<file path="src/rtl/cymometer_pkg.sv">
// Shared types and constants for the cymometer gate generator and fx_calc.
// No logic; both blocks import GATE_CYCLES_DEF so the gate width is one value.
package cymometer_pkg;

    typedef enum logic [1:0] {
        IDLE,
        COUNT,
        DIV,
        DONE
    } fx_state_e;

    localparam longint unsigned CLK_FS_FREQ_DEF = 64'd50_000_000;
    localparam longint unsigned GATE_CYCLES_DEF = 64'd5;

    // Constant numerator of fx = f_ref * Nx / Ns.
    function automatic logic [63:0] fx_num(input longint unsigned f_ref,
                                           input longint unsigned n_gate);
        return 64'(f_ref * n_gate);
    endfunction

endpackage

</file>
<file path="src/rtl/seq_divider.sv">
// Restoring unsigned divider, one quotient bit per cycle (W >= 2).
// Latency: done pulses exactly W cycles after start; no backpressure, start is accepted while idle.
// quo is held after done until the next start.
module seq_divider #(
    parameter int W = 64
) (
    input  logic         clk_fs,
    input  logic         rst_n,
    input  logic         start,
    input  logic [W-1:0] num,
    input  logic [W-1:0] den,
    output logic [W-1:0] quo,
    output logic         busy,
    output logic         done
);

    localparam int CW = $clog2(W + 1);

    logic [W-1:0]  rem;
    logic [W-1:0]  q;
    logic [W-1:0]  d;
    logic [CW-1:0] cnt;
    logic          run;
    logic          done_r;

    // One restoring step: shift the next numerator bit into the remainder.
    function automatic logic [2*W-1:0] div_step(input logic [W-1:0] r_in,
                                                input logic [W-1:0] q_in,
                                                input logic [W-1:0] d_in);
        logic [W:0] sh;
        logic [W:0] r_out;
        logic       qb;
        sh    = {r_in, q_in[W-1]};
        r_out = sh;
        qb    = 1'b0;
        if (sh >= {1'b0, d_in}) begin
            r_out = sh - {1'b0, d_in};
            qb    = 1'b1;
        end
        return {r_out[W-1:0], q_in[W-2:0], qb};
    endfunction

    always_ff @(posedge clk_fs or negedge rst_n) begin
        if (!rst_n) begin
            rem    <= '0;
            q      <= '0;
            d      <= '0;
            cnt    <= '0;
            run    <= 1'b0;
            done_r <= 1'b0;
        end else begin
            done_r <= 1'b0;
            if (start) begin
                {rem, q} <= div_step('0, num, den);
                d        <= den;
                cnt      <= CW'(W - 1);
                run      <= 1'b1;
            end else if (run) begin
                {rem, q} <= div_step(rem, q, d);
                cnt      <= cnt - 1'b1;
                if (cnt == CW'(1)) begin
                    run    <= 1'b0;
                    done_r <= 1'b1;
                end
            end
        end
    end

    assign quo  = q;
    assign busy = run | done_r;
    assign done = done_r;

endmodule

</file>
<file path="src/rtl/fx_calc.sv">
// Measures gate_fs high time in clk_fs cycles and computes fx = CLK_FS_FREQ*GATE_CYCLES/Ns.
// Latency: freq_valid pulses NUM_W+1 cycles after fall is detected; no backpressure, gates during DIV/DONE are skipped.
// FX_CALC_ROUND_EN: round-to-nearest quotient instead of floor.
module fx_calc
    import cymometer_pkg::*;
#(
    parameter longint unsigned CLK_FS_FREQ = CLK_FS_FREQ_DEF,
    parameter longint unsigned GATE_CYCLES = GATE_CYCLES_DEF,
    parameter int              CNT_W       = 32,
    parameter int              FREQ_W      = 32,
    parameter int              NUM_W       = 64
) (
    input  logic              clk_fs,
    input  logic              rst_n,
    input  logic              gate_fs,
    output logic [FREQ_W-1:0] freq,
    output logic              freq_valid,
    output logic              err,
    output logic              busy
);

    localparam logic [NUM_W-1:0] NUM      = NUM_W'(fx_num(CLK_FS_FREQ, GATE_CYCLES));
    localparam logic [NUM_W-1:0] FREQ_MAX = (NUM_W'(1) << FREQ_W) - NUM_W'(1);

    fx_state_e        state;
    fx_state_e        state_nxt;
    logic             gate_d;
    logic             rise;
    logic             fall;
    logic [CNT_W-1:0] cnt;
    logic             ovf;
    logic             div_start;
    logic [NUM_W-1:0] div_num;
    logic [NUM_W-1:0] div_den;
    logic [NUM_W-1:0] div_quo;
    logic             div_busy;
    logic             div_done;
    logic             quo_ovf;

    assign rise = gate_fs & ~gate_d;
    assign fall = ~gate_fs & gate_d;

`ifdef FX_CALC_ROUND_EN
    assign div_num = NUM + NUM_W'(cnt >> 1);
`else
    assign div_num = NUM;
`endif
    // The divider latches den on start, so it doubles as the ns register.
    assign div_den = NUM_W'(cnt);
    assign quo_ovf = div_quo > FREQ_MAX;

    always_comb begin
        state_nxt = state;
        div_start = 1'b0;
        case (state)
            IDLE:  if (rise) state_nxt = COUNT;
            COUNT: begin
                if (fall) begin
                    state_nxt = DIV;
                    div_start = 1'b1;
                end
            end
            DIV:   if (div_done) state_nxt = DONE;
            DONE:  state_nxt = IDLE;
            default: state_nxt = IDLE;
        endcase
    end

    always_ff @(posedge clk_fs or negedge rst_n) begin
        if (!rst_n) begin
            state  <= IDLE;
            gate_d <= 1'b0;
            cnt    <= '0;
            ovf    <= 1'b0;
            freq   <= '0;
            err    <= 1'b0;
        end else begin
            state  <= state_nxt;
            gate_d <= gate_fs;
            if (state == IDLE && rise) begin
                cnt <= CNT_W'(1);
                ovf <= 1'b0;
            end else if (state == COUNT && gate_fs) begin
                if (cnt == '1) ovf <= 1'b1;
                else           cnt <= cnt + 1'b1;
            end
            if (state == DIV && div_done) begin
                freq <= quo_ovf ? '1 : div_quo[FREQ_W-1:0];
                err  <= ovf | quo_ovf;
            end
        end
    end

    seq_divider #(
        .W (NUM_W)
    ) u_div (
        .clk_fs (clk_fs),
        .rst_n  (rst_n),
        .start  (div_start),
        .num    (div_num),
        .den    (div_den),
        .quo    (div_quo),
        .busy   (div_busy),
        .done   (div_done)
    );

    assign freq_valid = (state == DONE);
    assign busy       = (state == COUNT) | (state == DONE) | div_busy;

endmodule

</file>
<file path="config.mk">
export PLATFORM = sky130hd
export DESIGN_NAME = fx_calc
export DESIGN_NICKNAME = d
export VERILOG_FILES = /design/src/rtl/cymometer_pkg.sv /design/src/rtl/seq_divider.sv /design/src/rtl/fx_calc.sv
export SDC_FILE = /design/constraint.sdc
export NUM_CORES = 1
export LEC_CHECK = 0
export BUFFER_PORTS_ARGS = -buffer_cell sky130_fd_sc_hd__buf_4
export CORE_MARGIN = 5
export CORE_UTILIZATION = 40
export CTS_BUF_LIST = sky130_fd_sc_hd__clkbuf_8
export DETAILED_ROUTE_END_ITERATION = 6
export HOLD_SLACK_MARGIN = 0.05
export PLACE_DENSITY = 0.63
export SYNTH_ARGS = -nofsm -noshare
export SYNTH_HDL_FRONTEND = slang
export SYNTH_SLANG_ARGS = --single-unit
</file>
<file path="constraint.sdc">
create_clock -name clk_fs -period 3.9 [get_ports clk_fs]
set_input_delay 0.39 -clock clk_fs [delete_from_list [all_inputs] [get_ports clk_fs]]
set_output_delay 0.39 -clock clk_fs [all_outputs]
set_load 0.005 [all_outputs]
</file>
==> flow_summary.json, run 1 <==
{
  "clk_pin_slew_ps": 60,
  "cp-endpoint": "u_div.rem[42]",
  "startpoint_type": "flop",
  "cts_max_level": 2,
  "pwr-share-comb": 0.510,
  "cp.arrival_ps": 4020,
  "seqPwrFrac": 0.321,
  "fill_cells": 3226,
  "portBuffers": 37,
  "post_cts_resized": 0,
  "worstPathCellList": "ha_1 -> a21oi_1 -> nand2_1 -> nand3b_1 -> a211oi_1 -> o221ai_1 -> or4_4 -> or3_1 -> a31oi_1 -> a21o_1",
  "synth-edff-count": 0,
  "syn_area_mm2": 0.0130,
  "netSwitchingFraction": 0.433,
  "die_h_um": 190,
  "switchingPower_w": 0.00570,
  "synth.distinct_cells": 71,
  "worstMarginPinSlew_ps": 1210,
  "power.internal_w": 0.00746,
  "placedInstanceArea_mm2": 0.0138,
  "r2r-end": "u_div.rem[42]",
  "synthToLayoutAreaGrowth_pct": 12.0,
  "synthTopCellsByArea": "dfrtp_1 46%, mux2i_1 5.4%, a21oi_1 4.7%, o21ai_0 4.4%, xnor2_1 4.0%",
  "netlist.top_cell.by_area": "dfrtp_1",
  "synth_top_area_frac": 0.457,
  "gr-usage-all-layers": 0.180,
  "r2r_slack_ps": 350,
  "grt_pass1_wl_mm": 54.6,
  "layoutNonFillerInstCount": 1911,
  "syn_area_per_cell_um2": 9.23,
  "crit_required_ps": 4370,
  "core_area_mm2": 0.0324,
  "start_util": 0.403,
  "synthMuxAreaShare": 0.0546,
  "max-vdd-ir-drop_mv": 0.401,
  "slowest_stage": "or4_4",
  "fin_area_mm2": 0.0146,
  "hp-class": "in2async",
  "fp-row-count": 66,
  "rsz0062_at_grt": "false",
  "ys.flop_type": "dfrtp_1",
  "p_leak_nw": 6.72,
  "via_per_inst": 5.59,
  "clk_latency_ps": 550,
  "power_density_mw_per_mm2": 901,
  "yosys.area_share.simple": 0.176,
  "die_area_mm2": 0.0363,
  "drtIter0Drc": 813,
  "nets": 1483,
  "crit_path_max_fanout": 6,
  "synth_compound_area_frac": 0.170,
  "io_pins": 38,
  "fin_crit_sh": 0.910,
  "num_vias": 10700,
  "grt_max_degree": 112,
  "finalSetupViolCount": 0,
  "criticalPathCategory": "reg2reg",
  "slew_viol_final": 0,
  "gp_congestion": 0.934,
  "cts_buffers": 42,
  "rr_worst_depth": 10,
  "max_stage_delay_ps": 550,
  "clockRootBuffer": "clkbuf_8",
  "crit_path_end_kind": "flop",
  "wirelength_mm": 32.5,
  "yosys_warnings": 0,
  "antennaDiodeCount": 0,
  "rr_startpoint": "u_div.rem[6]",
  "cts_tree": "yes",
  "finalSetupTns_ps": 0,
  "cp-startpoint": "u_div.rem[6]",
  "most-common-layout-cells": "237 x dfrtp_1, 136 x nand2_1, 136 x nor2_1, 123 x a21oi_1, 115 x o21ai_0",
  "synthAdderAreaFrac": 0.0399,
  "synthArstFlopShare": 1.00,
  "drtPass1Iterations": 5,
  "synthCells": 1412,
  "max_freq_ghz": 0.282,
  "ys_seq_area_frac": 0.457,
  "dp_hpwl_mm": 22.5,
  "clock_path_buffers": 3,
  "fin_crit_ps": 3550,
  "drive_gt1_frac": 0.0987,
  "synth-seq-cells": 238,
  "final_common_cell": "dfrtp_1",
  "finalHoldViolations": 0,
  "antenna_left": 0,
  "synth-xor-area-share": 0.0571,
  "antenna_found_initial": 0,
  "pwr-share-clk": 0.169,
  "outcome": "finished, final reports clean",
  "drt-wirelength-per-cell_um": 17.0,
  "die_w_um": 190,
  "synth_top_family_by_area": "simple AND/OR/NAND/NOR gates",
  "drc": 0,
  "drv_cap": 0,
  "relSlewSlack": 0.190,
  "cts_sinks": 238,
  "syn_nets": 1456,
  "grt-ovfl-total": 0,
  "finalClockSkew_ps": 22.9,
  "numPlacedInstances": 1835,
  "grt_pass1_vias": 10600
}
==> layout make-up <==
| type | count | area, um^2 | area share |
|---|---|---|---|
| Sequential cell | 238 | 5960 | 0.408 |
| Multi-Input combinational cell | 1031 | 6500 | 0.445 |
| Clock inverter | 23 | 111 | 0.00763 |
| Clock buffer | 51 | 702 | 0.0481 |
| Timing Repair Buffer | 66 | 546 | 0.0374 |
| Tap cell | 442 | 553 | 0.0379 |
| Inverter | 60 | 225 | 0.0154 |
==> flip-flops by register name, indices dropped and copies added, names as in the netlist, 2 cells and up <==
| name | flops |
|---|---|
| cnt | 32 |
| freq | 32 |
| state | 2 |
| u_div.cnt | 7 |
| u_div.d | 32 |
| u_div.quo | 64 |
| u_div.rem | 64 |
==> how the worst min path moves through the flow <==
stage / start / to / slack (ps) / cells past startpoint
after floorplan: rst_n / cnt[0] / 90 / 0
after global placement: u_div.d[0] / u_div.d[0] / 480 / 2
after detailed placement: u_div.d[0] / u_div.d[0] / 490 / 2
after CTS: u_div.quo[26] / freq[26] / 500 / 1
after global routing: u_div.quo[26] / freq[26] / 530 / 1
final: rst_n / cnt[27] / 440 / 2
==> repair_timing <==
action / CTS / global route
hold endpoints to repair: 106 / 0
buffers inserted: 0 / 0
hold buffers: 2 / 0
setup endpoints to repair: 0 / 0
==> cells in the mapped netlist, drive strengths merged, types with 2 or more instances <==
library cell,n
dfrtp,238
nand2,138
nor2,137
a21oi,123
o21ai,123
mux2i,70
clkbuf,63
inv,60
xnor2,59
o22a,45
ha,40
nor3,35
nor4,33
nand3,27
xor2,26
nand4,23
buf,20
or3,18
o211ai,13
a31oi,10
or4,10
a21o,9
and3,8
nand2b,8
o21bai,8
a211oi,5
and2,5
nand3b,5
or2,5
a21boi,4
and4,4
and3b,3
nor4b,3
o2111ai,3
o21a,3
a311o,2
a32oi,2
a41oi,2
nor2b,2
nor3b,2
o211a,2
o221ai,2
==> logic make-up after synthesis <==
| kind of cell | after synthesis |
|---|---|
| AND/OR/NAND/NOR | 469 |
| AO/OA/AOI/OAI | 365 |
| flip-flops | 238 |
| buffers and inverters | 143 |
| XOR/XNOR | 85 |
| multiplexers | 71 |
| adder cells (fa/ha/maj) | 41 |
==> through the flow <==
stage,power [W],util,worst slack (ps),hold slack [ps]
floorplan,0.00923,-,789,94.4
global placement,0.0108,0.425,501,477
detailed placement,0.0109,0.425,394,491
CTS,0.0132,0.451,345,500
global route,0.0143,0.451,129,526
finish,0.0132,0.451,352,437
==> per-layer routing <==
layer | track usage | part of all wire | vias to the layer above
li1 | - | - | 5077
met1 | 0.259 | 0.47 | 5275
met2 | 0.282 | 0.46 | 286
met3 | 0.0335 | 0.054 | 43
met4 | 0.0431 | 0.017 | 0
met5 | 0 | 0 | -
==> critical path, delay by kind of cell, from the launching register on <==
kind	cells	cell delay, ps
compound gates	5	1510
simple gates	4	1200
flops	1	400
fa+ha+maj	1	360
==> power by group through the flow <==
stage	clock [W]	combinational (W)	sequential, W
after floorplan	0	0.00527	0.00396
after global placement	0	0.00655	0.00422
after detailed placement	0	0.00665	0.00423
after CTS	0.00229	0.00668	0.00421
after global routing	0.00242	0.00755	0.00434
final	0.00222	0.00671	0.00422
Note: power is estimated with default switching activity, not from simulation.
==> run 2: changes to the inputs <==
- CORE_UTILIZATION: 40 -> 51
- GPL_ROUTABILITY_DRIVEN: unset -> 1
- PLACE_DENSITY: 0.63 -> 0.75
==> flow_summary.json, run 2 (same netlist as run 1, synthesis figures left out) <==
{
  "nets": 1481,
  "num_vias": 10700,
  "synthToLayoutAreaGrowth_pct": 11.2,
  "clk_latency_ps": 560,
  "drv_cap": 0,
  "dp_hpwl_mm": 21.6,
  "relSlewSlack": 0.220,
  "clk_pin_slew_ps": 60,
  "portBuffers": 37,
  "p_leak_nw": 6.72,
  "cts_buffers": 41,
  "hp-class": "in2async",
  "fp-row-count": 58,
  "clock_path_buffers": 3,
  "finalHoldViolations": 0,
  "crit_required_ps": 4380,
  "start_util": 0.517,
  "finalClockSkew_ps": 30.2,
  "drtPass1Iterations": 5,
  "critPathTopFamily": "compound AO/OA/AOI/OAI gates",
  "drt-wirelength-per-cell_um": 17.8,
  "max-vdd-ir-drop_mv": 0.444,
  "via_per_inst": 5.98,
  "fin_area_mm2": 0.0145,
  "slew_viol_final": 0,
  "worstMarginPinSlew_ps": 1160,
  "outcome": "finished, final reports clean",
  "die_h_um": 170,
  "fill_cells": 2177,
  "wirelength_mm": 32.0,
  "regArea_mm2": 0.00596,
  "slowest_stage": "a211oi_1",
  "max_freq_ghz": 0.279,
  "worstPathCellList": "ha_1 -> nor2b_1 -> o2111ai_1 -> nand3b_1 -> a211oi_1 -> o221ai_1 -> or4_4 -> or3_1 -> a31oi_1 -> a21o_1",
  "io_pins": 38,
  "place_ws_ps": 424,
  "cts_max_level": 2,
  "multi_input_area_mm2": 0.00650,
  "finalSetupTns_ps": 0,
  "antenna_left": 0,
  "drtIter0Drc": 826,
  "crit_path_end_kind": "flop",
  "antennaDiodeCount": 0,
  "post_cts_buffers": 0,
  "totalPowerFinal_w": 0.0133,
  "most-common-layout-cells": "237 x dfrtp_1, 136 x nand2_1, 136 x nor2_1, 123 x a21oi_1, 115 x o21ai_0",
  "final_common_cell": "dfrtp_1",
  "grt_pass1_vias": 10700,
  "drive_gt1_frac": 0.0995,
  "cts_tree": "yes",
  "finalSetupViolCount": 0,
  "cts_sinks": 238,
  "startpoint_type": "flop",
  "setup_slack_ps": 316,
  "cp_num_buf_inv": 0,
  "antenna_found_initial": 0,
  "gr-usage-all-layers": 0.225,
  "placedInstanceArea_mm2": 0.0136,
  "criticalPathCategory": "reg2reg",
  "power_density_mw_per_mm2": 920,
  "grt_max_degree": 83,
  "rsz0062_at_grt": "false",
  "grt-ovfl-total": 0,
  "clockRootBuffer": "clkbuf_8",
  "drc": 0,
  "max_stage_delay_ps": 550,
  "die_w_um": 170,
  "cp.arrival_ps": 4070,
  "die_area_mm2": 0.0288,
  "gp_congestion": 0.967,
  "grt_pass1_wl_mm": 54.3,
  "core_area_mm2": 0.0252,
  "fin_crit_sh": 0.919,
  "crit_path_max_fanout": 6,
  "fin_crit_ps": 3580
}
==> run 2: area by class of cell <==
cell class                 count  area share
tap                          330      0.0285
multi-input combinational   1031       0.449
sequential                   238       0.411
clock buffer                  51      0.0484
clock inverter                23      0.0113
timing repair buffer          65      0.0363
inverter                      60      0.0155
==> run 2: timing repair <==
action                     CTS  global route
hold buffers                 2             0
setup endpoints to repair    0             0
hold endpoints to repair    80             0
gates resized for setup      0             0
==> run 2: final timing paths <==
path / from / to / slack [ps] / depth (start not counted)
setup / recovery: u_div.rem[1] / u_div.rem[42] / 320 / 10
hold / removal: rst_n / u_div.d[29] / 410 / 2
setup reg to reg: u_div.rem[1] / u_div.rem[42] / 320 / 10
hold reg to reg: u_div.d[0] / u_div.d[0] / 490 / 2
max in group asynchronous: rst_n / u_div.quo[6] / 2580 / 3
min in group clk_fs: u_div.d[0] / u_div.d[0] / 490 / 2
==> run 2: routing by layer <==
metal  global-route usage  part of all wire  vias to the layer above
li1                     -                 -                     5062
met1                0.325              0.46                     5303
met2                0.351              0.46                      318
met3               0.0388             0.056                       65
met4               0.0683             0.024                        0
met5                    0                 0                        -
==> run 2: through the flow <==
step,hold slack (ps),util,std cells
6_report,412,0.575,1798
5_1_grt,479,0.575,1798
4_1_cts,442,0.575,1798
3_5_place_dp,430,0.540,1722
3_3_place_gp,428,0.540,1722
2_1_floorplan,94.4,-,1412
==> run 2: power breakdown <==
group	internal (W)	switching (W)
clock network	0.00132	0.00104
logic	0.00286	0.00388
registers	0.00341	0.000809
==> run 3: changes to the inputs <==
- CORE_UTILIZATION: 51 -> 47
- PLACE_DENSITY: 0.75 -> 0.71
==> flow_summary.json, run 3 (same netlist as run 1, synthesis figures left out) <==
{
  "fin_hold_ws_ps": 476,
  "cts_tree": "yes",
  "totalPowerFinal_w": 0.0133,
  "worstPathCellList": "ha_1 -> nand4b_1 -> nor4_1 -> a221oi_1 -> a41oi_2 -> nor3_4 -> or4_1 -> nor3_1 -> xnor2_1 -> a21oi_1",
  "clk_pin_slew_ps": 70,
  "drive_gt1_frac": 0.106,
  "finalSetupTns_ps": 0,
  "cts_max_level": 2,
  "fill_cells": 2486,
  "crit_path_max_fanout": 9,
  "antennaDiodeCount": 0,
  "outcome": "finished, final reports clean",
  "finalSetupViolCount": 0,
  "clockRootBuffer": "clkbuf_8",
  "power_density_mw_per_mm2": 911,
  "criticalPathCategory": "reg2reg",
  "post_cts_resized": 0,
  "cp.arrival_ps": 3910,
  "core_area_mm2": 0.0276,
  "slew_viol_final": 0,
  "clock_path_buffers": 3,
  "gr-usage-all-layers": 0.212,
  "cts_sinks": 238,
  "fin_crit_sh": 0.899,
  "start_util": 0.473,
  "die_h_um": 177,
  "drtIter0Drc": 661,
  "fin_crit_ps": 3500,
  "worstMarginPinSlew_ps": 1220,
  "clk_latency_ps": 560,
  "cts_buffers": 42,
  "crit_path_end_kind": "flop",
  "rsz0062_at_grt": "false",
  "nets": 1490,
  "grt_max_degree": 116,
  "startpoint_type": "flop",
  "finalClockSkew_ps": 18.1,
  "grt-ovfl-total": 0,
  "cp_num_buf_inv": 0,
  "dp_hpwl_mm": 22.3,
  "drc": 0,
  "via_per_inst": 5.69,
  "final_common_cell": "dfrtp_1",
  "finalHoldViolations": 0,
  "most-common-layout-cells": "237 x dfrtp_1, 136 x nand2_1, 136 x nor2_1, 123 x a21oi_1, 115 x o21ai_0",
  "p_leak_nw": 6.72,
  "synthToLayoutAreaGrowth_pct": 11.6,
  "wirelength_mm": 32.9,
  "place_ws_ps": 518,
  "max-vdd-ir-drop_mv": 0.501,
  "fp-row-count": 61,
  "antenna_left": 0,
  "max_freq_ghz": 0.285,
  "crit_required_ps": 4300,
  "hp-class": "in2async",
  "portBuffers": 37,
  "relSlewSlack": 0.179,
  "antenna_found_initial": 0,
  "grt_pass1_wl_mm": 54.6,
  "drv_cap": 0,
  "drtPass1Iterations": 5,
  "gp_congestion": 0.940,
  "critPathTopFamily": "simple AND/OR/NAND/NOR gates",
  "grt_pass1_vias": 10500,
  "num_vias": 10500,
  "slowest_stage": "or4_1",
  "io_pins": 38,
  "max_stage_delay_ps": 720,
  "drt-wirelength-per-cell_um": 17.7,
  "die_area_mm2": 0.0312,
  "fin_util": 0.528,
  "setup_slack_ps": 395,
  "die_w_um": 177
}
## run 3: metal layers
| metal | track usage | up-vias | wire [um] |
|---|---|---|---|
| met1 | 0.306 | 5146 | 15500 |
| met5 | 0 | - | 0 |
| met3 | 0.0368 | 57 | 1540 |
| met2 | 0.329 | 258 | 15000 |
| met4 | 0.0638 | 0 | 805 |
| li1 | - | 5075 | - |
## run 3: path summary, 6_finish.rpt
| kind | from | to | slack (ps) | cells past startpoint |
|---|---|---|---|---|
| worst max register to register | u_div.rem[29] | u_div.rem[55] | 400 | 10 |
| worst min-delay path | rst_n | u_div.d[31] | 480 | 2 |
| max in group asynchronous | rst_n | u_div.quo[28] | 2430 | 3 |
| worst max-delay path | u_div.rem[29] | u_div.rem[55] | 400 | 10 |
| worst min register to register | u_div.d[0] | u_div.d[0] | 480 | 2 |
| min in group clk_fs | u_div.d[0] | u_div.d[0] | 480 | 2 |
## run 3: area by class of cell
type / count / area, um^2 / area share
clock buffer: 50 / 688 / 0.0473
tap: 378 / 473 / 0.0325
clock inverter: 23 / 121 / 0.00835
sequential: 238 / 5960 / 0.410
multi-input combinational: 1031 / 6500 / 0.447
inverter: 60 / 225 / 0.0155
timing repair buffer: 73 / 573 / 0.0394
## run 3: metrics by stage
stage,instances,cell area (um^2)
final,1853,14500
after global routing,1853,14500
after CTS,1853,14500
after detailed placement,1778,13700
after global placement,1778,13700
after floorplan,1412,13000
## run 3: timing repair
action | 4_1_cts | 5_1_grt
buffers inserted | 0 | 0
endpoints found under the hold margin | 112 | 0
setup endpoints to repair | 0 | 0
hold buffers | 2 | 0
## run 3: report_power, final
part | total (W) | internal, W | leakage [nW] | switching, W
clock network | 0.00222 | 0.00117 | 0.465 | 0.00105
logic | 0.00683 | 0.00290 | 3.24 | 0.00393
registers | 0.00420 | 0.00341 | 3.01 | 0.000795
total | 0.0133 | 0.00748 | 6.72 | 0.00577
